## config.mk

```make
export PLATFORM = sky130hd
export DESIGN_NAME = mux_scan_reg
export DESIGN_NICKNAME = d
export VERILOG_FILES = /design/src/rtl/mux_pkg.sv /design/src/rtl/dwell_counter.sv /design/src/rtl/mux_scan_reg.sv
export SDC_FILE = /design/constraint.sdc
export NUM_CORES = 1
export LEC_CHECK = 0
export ABC_AREA = 1
export BUFFER_PORTS_ARGS = -buffer_cell sky130_fd_sc_hd__buf_2
export CORE_MARGIN = 4
export CORE_UTILIZATION = 40
export DETAILED_ROUTE_END_ITERATION = 8
export SYNTH_ARGS = -nofsm -noshare
export SYNTH_HDL_FRONTEND = slang
export SYNTH_HIERARCHICAL = 1
export SYNTH_SLANG_ARGS = --single-unit
export TNS_END_PERCENT = 30
```

## constraint.sdc

```tcl
create_clock -name clk -period 2.8 [get_ports clk]
set_clock_uncertainty 0.1 [all_clocks]
set_input_delay 0.14 -clock clk [delete_from_list [all_inputs] [get_ports clk]]
set_output_delay 0.14 -clock clk [all_outputs]
set_load 0.01 [all_outputs]
```

## src/rtl/mux_pkg.sv

```systemverilog
// mux_pkg: shared state type and channel-wrap helper for mux_scan_reg
package mux_pkg;
  typedef enum logic {MANUAL, SCAN} state_t;
  function automatic int unsigned next_idx(input int unsigned idx, input int unsigned n);
    return (idx == n - 1) ? 32'd0 : idx + 1;
  endfunction
endpackage

```

## src/rtl/dwell_counter.sv

```systemverilog
// dwell_counter: modulo-DWELL counter with clear/enable and terminal-count flag
// Ports: clk, rst_n (sync, active-low), clr (sync clear), en (count), tc (count == DWELL-1)
module dwell_counter #(
  parameter int DWELL = 8
) (
  input  logic clk,
  input  logic rst_n,
  input  logic clr,
  input  logic en,
  output logic tc
);
  localparam int CW = DWELL > 1 ? $clog2(DWELL) : 1;
  logic [CW-1:0] cnt;
  assign tc = cnt == CW'(DWELL - 1);
  always_ff @(posedge clk)
    if (!rst_n || clr) cnt <= '0;
    else if (en) cnt <= tc ? '0 : cnt + 1'b1;
endmodule

```

## src/rtl/mux_scan_reg.sv

```systemverilog
// mux_scan_reg: registered N-channel mux with manual select, timed round-robin scan and hold
// Ports: clk, rst_n (sync, active-low), data_in (packed channels), sel (manual select),
//   scan_en (1 = scan), hold (freeze), data_out/ch_out (registered view), ch_change (index
//   changed last edge), sel_err (manual sel out of range)
module mux_scan_reg
  import mux_pkg::*;
#(
  parameter int WIDTH    = 2,
  parameter int CHANNELS = 4,
  parameter int SEL_W    = $clog2(CHANNELS),
  parameter int DWELL    = 8
) (
  input  logic                      clk,
  input  logic                      rst_n,
  input  logic [CHANNELS*WIDTH-1:0] data_in,
  input  logic [SEL_W-1:0]          sel,
  input  logic                      scan_en,
  input  logic                      hold,
  output logic [WIDTH-1:0]          data_out,
  output logic [SEL_W-1:0]          ch_out,
  output logic                      ch_change,
  output logic                      sel_err
);
  logic [WIDTH-1:0] ch [CHANNELS];
  for (genvar k = 0; k < CHANNELS; k++) begin : g_ch
    assign ch[k] = data_in[k*WIDTH +: WIDTH];
  end
  state_t state, state_nx;
  logic [SEL_W-1:0] ch_nx;
  logic [WIDTH-1:0] data_nx;
  logic err_nx, cnt_clr, cnt_en, tc, sel_ok;
  assign sel_ok = int'(sel) < CHANNELS;
  dwell_counter #(.DWELL(DWELL)) u_dwell (
    .clk  (clk),
    .rst_n(rst_n),
    .clr  (cnt_clr),
    .en   (cnt_en),
    .tc   (tc)
  );
  // hold leaves every next-value equal to the current one, so the register bank simply reloads itself
  always_comb begin
    state_nx = state;
    ch_nx    = ch_out;
    data_nx  = data_out;
    err_nx   = sel_err;
    cnt_clr  = 1'b0;
    cnt_en   = 1'b0;
    if (!hold) begin
      state_nx = scan_en ? SCAN : MANUAL;
      if (state == SCAN && scan_en) begin
        cnt_en  = 1'b1;
        ch_nx   = tc ? SEL_W'(next_idx(int'(ch_out), CHANNELS)) : ch_out;
        data_nx = ch[ch_nx];
        err_nx  = 1'b0;
      end else if (scan_en) begin
        // scan entry: keep the current channel and restart its dwell window
        cnt_clr = 1'b1;
        data_nx = ch[ch_out];
        err_nx  = 1'b0;
      end else begin
        cnt_clr = 1'b1;
        ch_nx   = sel_ok ? sel : ch_out;
        data_nx = sel_ok ? ch[sel] : '0;
        err_nx  = !sel_ok;
      end
    end
  end
  always_ff @(posedge clk)
    if (!rst_n) begin
      state     <= MANUAL;
      data_out  <= '0;
      ch_out    <= '0;
      ch_change <= 1'b0;
      sel_err   <= 1'b0;
    end else begin
      state     <= state_nx;
      data_out  <= data_nx;
      ch_out    <= ch_nx;
      ch_change <= ch_nx != ch_out;
      sel_err   <= err_nx;
    end
endmodule

```

Yosys cells after proc, flatten, opt, wreduce, memory -nomap -nowiden
Index checks and enable logic that the tools add are counted.

Flip-flop bits (word level): 9. Input port bits: 14. Output and inout bits: 6. Logic and storage cells: 41.

$add $sub $neg: 2. $lt $le $gt $ge: 3. Equality and inequality tests: 3. Multiplexer cells: 22. Bitwise gates (word level): 3. Reduce and logical (&&, ||, !) cells: 3.

Operators with widths (number): 2-bit two-way mux (13); 2-bit binary-select mux with 2-bit select (3); 3-bit greater-or-equal comparator, second input constant (3); 2-bit inverter with 3-bit output (3); 1-bit two-way mux (5); 3-bit by 1-bit adder with 3-bit output, second input constant (1); 3-bit == test, second input constant (1); 3-bit two-way mux (1); 2-bit by 1-bit adder with 2-bit output, second input constant (1); 2-bit == test, second input constant (1); 2-bit != test (1); 1-bit logical AND (1); 1-bit logical NOT (1); 1-bit logical OR (1).

Depth between registers and ports, before layout
Gate-level depths: netlist of run 1.

Depth after elaboration: 8. Mapped depth: 12. Depth with buffers taken out: 12.

Hierarchy
Netlist of run 1, hierarchy kept.

Modules (own cells, without submodules): mux_scan_reg (instances 1, cells an instance 121, area an instance 660.6 sq um, seq. area each 120.1 sq um); dwell_counter (instances 1, cells an instance 19, area an instance 143.9 sq um, seq. area each 60.1 sq um).

Worst setup path after synthesis of run 1
No wires, ideal clock.

Path type: flip-flop to flip-flop. Start point: register u_dwell.cnt[0]. End point: register data_out[0]. Setup time: 0.109 ns. Arrival time: 1.321 ns. Required time: 2.591 ns. Setup slack: 1.270 ns. Stages on the path, launching flop included: 13. Path buffers: 0. Period minus slack after synthesis: 1.530 ns. Cell sequence: dfxtp_1 ha_1 ha_1 inv_1 nand2_1 nand2_1 nand2_1 nand3_1 nand2_1 nand2_1 nand3_1 nand2_1 inv_1.

Longest elaborated chain between the ends: 7.

Ends and longest elaborated chain: from (decl) (line dwell_counter.sv:13) `logic [CW-1:0] cnt;`; from (signal assigned) (line dwell_counter.sv:17) `else if (en) cnt <= tc ? '0 : cnt + 1'b1;`; 3-bit == test (line dwell_counter.sv:14) `assign tc = cnt == CW'(DWELL - 1);`; named net tc (line mux_scan_reg.sv:31) `logic err_nx, cnt_clr, cnt_en, tc, sel_ok;`; 2-bit two-way mux (line mux_scan_reg.sv:52) `ch_nx = tc ? SEL_W'(next_idx(int'(ch_out), CHANNELS)) : ch_out;`; 2-bit inverter with 3-bit output (implied by the code) (line mux_scan_reg.sv:53) `data_nx = ch[ch_nx];`; 2-bit binary-select mux with 2-bit select (line mux_scan_reg.sv:53); 2-bit two-way mux (implied by the code) (2 in series) (line mux_scan_reg.sv:53); 2-bit two-way mux (line mux_scan_reg.sv:50) `if (state == SCAN && scan_en) begin`; to (signal assigned) (line mux_scan_reg.sv:77) `data_out <= data_nx;`; to (decl) (line mux_scan_reg.sv:19) `output logic [WIDTH-1:0] data_out,`.

The timed path passes the listed nets, and every way through them passes these cells. The select of a mux whose other input is x is not followed. A chain may end at the register's enable or synchronous reset.

Worst setup path in the final report of run 1
Same ends and word-level chain as after synthesis.

==> impl_metrics.py, run 1 <==
metrics = {
    "critical_path": {
        "r2r_cells": 12,
        "cp-end-kind": "register",
        "r2r_slack_ns": 1.12,
        "crit_family": "simple AND/OR/NAND/NOR gates",
        "critPathBufInv": 2,
        "crit_path_end": "data_out[0]",
        "crit_path_frequent_cell": "nand2_1",
        "critPathArrivalTime_ns": 1.75,
        "crit_type": "register to register",
        "worst_path_max_delay_cell": "dfxtp_1",
        "r2r_end": "data_out[0]",
        "worst_setup_path_start_kind": "register",
        "path_max_fanout": 6,
        "r2r_start": "u_dwell/cnt[0]",
        "critPathMaxStageDelay_ns": 0.33,
        "worstSetupPathDepth": 12,
        "cp.required_ns": 2.86,
        "startpoint": "u_dwell/cnt[0]",
        "critical_path.cell_chain": "ha_1 > ha_1 > inv_1 > nand2_1 > nand2_1 > nand2_1 > nand3_1 > nand2_1 > nand2_1 > nand3_1 > nand2_1 > inv_1",
    },
    "floorplan": {
        "fp.dieH_um": 52.8,
        "coreArea_um2": 1820,
        "fp-row-count": 15,
        "die_w_um": 52.8,
        "pin_count": 20,
        "dieArea_um2": 2790,
        "start_util_pct": 44.2,
    },
    "pwr": {
        "switching_share_pct": 33.1,
        "p_leak_nw": 0.525,
        "power_frac_clock_pct": 29.8,
        "p_comb_share_pct": 28.2,
        "power_density_nw_per_um2": 363,
        "p_int_mw": 0.226,
        "max-vdd-ir-drop_v": 0.000337,
        "p_sw_mw": 0.112,
        "seq_power_share_pct": 42.0,
    },
    "grt": {
        "grt_max_degree": 10,
        "grt_pass1_vias": 813,
        "grt_pass1_wl_um": 3530,
        "grt_antenna_before_repair": 0,
        "grt_usage_pct": 17.1,
        "grt_overflow_total": 0,
    },
    "synthesis": {
        "yosysTopAreaCell": "nand2_1",
        "synth_top_cell_area_share_pct": 24.7,
        "ys_warn_count": 6,
        "synth_nets": 156,
        "syn_area_um2": 805,
        "ys_top_cells_by_area": "nand2_1 (25%), dfxtp_1 (22%), nand3_1 (12%)",
        "postSynthAreaPerCell_um2": 5.75,
        "ys_ff_latch": 9,
        "seq_area_frac_synth_pct": 22.4,
        "ys_types": 20,
        "netlist_instances": 140,
    },
    "timing": {
        "hold_ws_ns": 0.0627,
        "period_minus_slack_ns": 1.68,
        "fmax_mhz": 594,
        "final-hold-violation-count": 0,
        "rsz0062_at_grt": "false",
        "min_period_over_period_pct": 60.1,
        "tns_ns": 0,
        "setup_viol": 0,
        "slew_violations": 0,
    },
    "clock_network": {
        "clkLatencyLatePin_ns": 0.26,
        "clk_pin_slew_worst_paths_ns": 0.06,
        "cts_sinks": 9,
        "cts_made_buffers": 3,
        "htreeDepth": 1,
        "post_cts_buffers": 0,
        "clockBufferDepth": 2,
        "cts_hold_buf": 0,
        "clockRootBuffer": "clkbuf_4",
        "ctsResizeCount": 0,
        "cts_tree": "built",
    },
    "drt": {
        "vias": 897,
        "drc_errors": 0,
        "wl_per_cell_um": 10.8,
        "first_pass_iters": 4,
        "vias_per_cell": 4.85,
        "initialDrtViolationCount": 14,
        "wl_um": 2010,
        "drtAntennaViolNets": 0,
    },
    "final_layout": {
        "num_antenna_cells": 0,
        "most-common-layout-cells": "nand2_1 (53), nand3_1 (20), inv_1 (19), buf_2 (18), dfxtp_1 (9)",
        "area_growth_pct": 16.0,
        "final_common_cell": "nand2_1",
        "nFillCells": 206,
        "instances_no_fill": 185,
        "num-nets-final": 177,
        "postLayoutCoreUtil_pct": 51.3,
        "drive_above_1_share_pct": 22.5,
    },
    "place": {
        "dp_hpwl_um": 1660,
        "io_buffers": 18,
        "gp_congestion": 0.870,
        "placed_cells": 181,
    },
    "worst_hold_path": {
        "hp-class": "input pin to register",
        "min_path_cells": 3,
    },
    "outcome": {
        "status": "finished, final reports clean",
    },
    "flow_run": {
        "drv_cap": 0,
    },
}
## Yosys cell counts
cell / n
nand2_1: 53
nand3_1: 20
inv_1: 19
dfxtp_1: 9
nand2_2: 7
a21oi_1: 6
nor2_1: 5
inv_2: 3
buf_4: 2
ha_1: 2
nand4_1: 2
nor2_4: 2
o211ai_1: 2
o21ai_0: 2
a211oi_1: 1
buf_6: 1
conb_1: 1
mux2_2: 1
nand2_4: 1
o21ai_1: 1
## layout make-up
cell class | instances | area, um2 | area share [%]
clock buffer | 4 | 26.3 | 2.82
inverter | 22 | 82.6 | 8.85
timing repair buffer | 19 | 97.6 | 10.5
tap | 25 | 31.3 | 3.35
multi-input combinational | 106 | 515 | 55.2
sequential | 9 | 180 | 19.3
## registers in the layout, indices dropped and copies added (netlist names)
signal / flops
ch_change: 1
state: 1
u_dwell/cnt: 3
ch_out: 2
data_out: 2
## worst register-to-register path, cell delays in order, from the launching register on
cell and delay (ns):
dfxtp_1 0.33, ha_1 0.20, ha_1 0.24, inv_1 0.11
nand2_1 0.09, nand2_1 0.13, nand2_1 0.07, nand3_1 0.06
nand2_1 0.06, nand2_1 0.05, nand3_1 0.06, nand2_1 0.05
inv_1 0.03
## kinds of logic (layout without fill, tap and decap cells)
logic type / count (synthesis) / after routing / share of synthesized area [%]
adder cells (fa/ha/maj): 2 / 2 / 3.11
flip-flops: 9 / 9 / 22.4
AO/OA/AOI/OAI: 12 / 12 / 8.40
multiplexers: 1 / 1 / 1.40
AND/OR/NAND/NOR: 90 / 90 / 50.7
other: 1 / 1 / 0.466
buffers and inverters: 25 / 45 / 13.5
## routing by layer
layer	track usage, %	vias up	wire [um]
met3	4.56	2	97
met4	2.55	0	9
met2	28.1	19	955
met1	22.6	399	944
met5	0	-	0
li1	-	477	-
## power by group through the flow
stage | clock (mW) | sequential [mW] | combinational (mW)
global placement | 0 | 0.145 | 0.0953
CTS | 0.103 | 0.142 | 0.0958
floorplan | 0 | 0.145 | 0.0622
finish | 0.101 | 0.142 | 0.0955
detailed placement | 0 | 0.145 | 0.0956
global route | 0.116 | 0.143 | 0.109
## worst min-delay path by stage
stage / startpoint / to / slack [ns]
final: rst_n / ch_out[0] / 0.06
after global routing: rst_n / data_out[0] / 0.06
after CTS: rst_n / ch_out[0] / 0.05
after detailed placement: rst_n / data_out[0] / 0.33
after global placement: rst_n / data_out[0] / 0.32
after floorplan: hold / ch_out[1] / 0.13
## metrics by stage
step           total power [mW]  instance area (um2)  setup WS (ns)
2_1_floorplan             0.207                  805           1.27
3_3_place_gp              0.240                  907           1.16
3_5_place_dp              0.240                  907           1.13
4_1_cts                   0.341                  933           1.12
5_1_grt                   0.367                  933          0.885
6_report                  0.338                  933           1.12
Note: power is estimated with default switching activity, not from simulation.
==> run 2, diff against run 1 <==
--- a/config.mk
+++ b/config.mk
@@ -10,6 +10,7 @@
 export CORE_MARGIN = 4
 export CORE_UTILIZATION = 40
 export DETAILED_ROUTE_END_ITERATION = 8
+export PLACE_DENSITY = 0.65
 export SYNTH_ARGS = -nofsm -noshare
 export SYNTH_HDL_FRONTEND = slang
 export SYNTH_HIERARCHICAL = 1
==> constraint.sdc (replaced) <==
create_clock -name clk -period 1.5 [get_ports clk]
set_clock_uncertainty 0.1 [all_clocks]
set_input_delay 0.075 -clock clk [delete_from_list [all_inputs] [get_ports clk]]
set_output_delay 0.075 -clock clk [all_outputs]
set_load 0.01 [all_outputs]
==> impl_metrics.py, run 2 (synthesized netlist as in run 1, its figures left out) <==
metrics = {
    "clock_network": {
        "post_cts_buffers": 0,
        "cts_sinks": 9,
        "clkLatencyLatePin_ns": 0.26,
        "cts_made_buffers": 3,
        "clockRootBuffer": "clkbuf_4",
        "clockBufferDepth": 2,
        "clk_pin_slew_worst_paths_ns": 0.06,
        "cts_tree": "built",
        "htreeDepth": 1,
    },
    "final_layout": {
        "num-nets-final": 182,
        "most-common-layout-cells": "nand2_1 (46), nand3_1 (20), inv_1 (18), buf_2 (18), nand2_2 (11)",
        "largest_reg_flops": 3,
        "regMostFlops": "u_dwell/cnt",
        "largestRegisters": "u_dwell/cnt x3, ch_out x2, data_out x2",
        "final_common_cell": "nand2_1",
        "area_growth_pct": 29.4,
        "drive_above_1_share_pct": 32.1,
        "instances_no_fill": 190,
        "num_antenna_cells": 0,
    },
    "timing": {
        "final-hold-violation-count": 0,
        "setup_viol": 1,
        "hold_ws_ns": 0.0544,
        "period_minus_slack_ns": 1.53,
        "min_period_over_period_pct": 102,
        "finalWorstSetupSlack_ns": -0.0299,
        "fmax_mhz": 654,
        "rsz0062_at_grt": "true",
        "tns_ns": -0.0299,
        "slew_violations": 0,
    },
    "pwr": {
        "p_leak_nw": 0.567,
        "power_density_nw_per_um2": 623,
        "p_int_mw": 0.435,
        "seq_power_share_pct": 40.3,
        "power_frac_clock_pct": 28.9,
        "max-vdd-ir-drop_v": 0.000485,
        "p_sw_mw": 0.214,
        "switching_share_pct": 32.9,
        "p_comb_share_pct": 30.8,
        "p_total_mw": 0.649,
    },
    "critical_path": {
        "worst_setup_path_start_kind": "register",
        "path_max_fanout": 6,
        "critPathArrivalTime_ns": 1.59,
        "crit_path_frequent_cell": "nand2_2",
        "crit_type": "register to register",
        "worst_path_max_delay_cell": "dfxtp_2",
        "cp.required_ns": 1.56,
        "crit_family": "flip-flops",
        "cp-end-kind": "register",
        "critPathMaxStageDelay_ns": 0.35,
        "critical_path.cell_chain": "ha_4 > ha_4 > inv_4 > nand2_2 > nand2_2 > nand2_2 > nand2_2 > mux2_4 > nand2_2 > inv_1",
        "critPathBufInv": 2,
    },
    "drt": {
        "wl_per_cell_um": 11.1,
        "vias": 931,
        "first_pass_iters": 4,
        "wl_um": 2100,
        "drc_errors": 0,
        "drtAntennaViolNets": 0,
        "initialDrtViolationCount": 31,
        "vias_per_cell": 4.90,
    },
    "grt": {
        "grt_pass1_wl_um": 3680,
        "grt_antenna_before_repair": 0,
        "grt_pass1_vias": 895,
        "grt_max_degree": 10,
        "grt_overflow_total": 0,
        "grt_usage_pct": 17.5,
    },
    "flow_run": {
        "drv_cap": 0,
    },
    "place": {
        "io_buffers": 18,
        "gp_congestion": 0.894,
        "dp_hpwl_um": 1660,
        "pre_cts_slack_ns": -0.0904,
        "placed_cells": 185,
    },
    "floorplan": {
        "die_w_um": 52.8,
        "fp-row-count": 15,
        "start_util_pct": 44.2,
        "pin_count": 20,
        "dieArea_um2": 2790,
        "fp.dieH_um": 52.8,
        "coreArea_um2": 1820,
    },
    "outcome": {
        "status": "finished, violations left",
        "violations": "negative setup slack",
    },
    "worst_hold_path": {
        "hp-class": "input pin to register",
    },
}
run 2: cell count changes in the layout (fill, tap and decap cells not counted), moves of 3 or more:
cell and change:
nand2_4 +3, dfxtp_2 +3, dfxtp_1 -3, buf_4 +4
nand2_2 +4, nand2_1 -7
run 2: final cells by class:
type | count | area (um2)
inverters | 22 | 85.1
fillers | 203 | 779
clock buffers | 4 | 26.3
repair buffers | 24 | 138
well taps | 25 | 31.3
multi-input cells | 106 | 577
flip-flops and latches | 9 | 184
run 2: final timing paths:
path	startpoint	end	slack, ns	cells after the start
max	u_dwell/cnt[0]	ch_out[0]	-0.03	10
min	scan_en	state	0.05	3
max reg2reg	u_dwell/cnt[0]	ch_out[0]	-0.03	10
min reg2reg	u_dwell/cnt[1]	u_dwell/cnt[1]	0.39	2
run 2: stage by stage:
step	instance area (um2)	util, %
final	1040	57.2
after detailed placement	940	51.6
after global routing	1040	57.2
after CTS	1010	55.5
after global placement	940	51.6
after floorplan	807	-
run 2: layer usage:
metal	vias to the layer above	wire length [um]	global-route usage, %
met2	22	1000	31.4
met5	-	0	0
met3	5	119	2.56
li1	489	-	-
met1	415	955	21.7
met4	0	26	3.83
run 2: worst register-to-register path: stages, from the launching register on:
cell and delay (ns):
dfxtp_2 0.35, ha_4 0.14, ha_4 0.18, inv_4 0.05
nand2_2 0.05, nand2_2 0.07, nand2_2 0.08, nand2_2 0.05
mux2_4 0.27, nand2_2 0.05, inv_1 0.03
run 2: power by group through the flow:
| stage | Clock [mW] | Sequential (mW) | Combinational (mW) |
|---|---|---|---|
| detailed placement | 0 | 0.265 | 0.189 |
| global placement | 0 | 0.265 | 0.188 |
| finish | 0.188 | 0.261 | 0.200 |
| CTS | 0.195 | 0.260 | 0.194 |
| global route | 0.208 | 0.262 | 0.227 |
| floorplan | 0 | 0.271 | 0.116 |
run 2: what timing repair did:
item	in CTS	in global routing
endpoints found under the hold margin	2	0
resized for setup	10	9
hold buffers	1	0
pin swaps	2	6
setup endpoints to repair	4	5
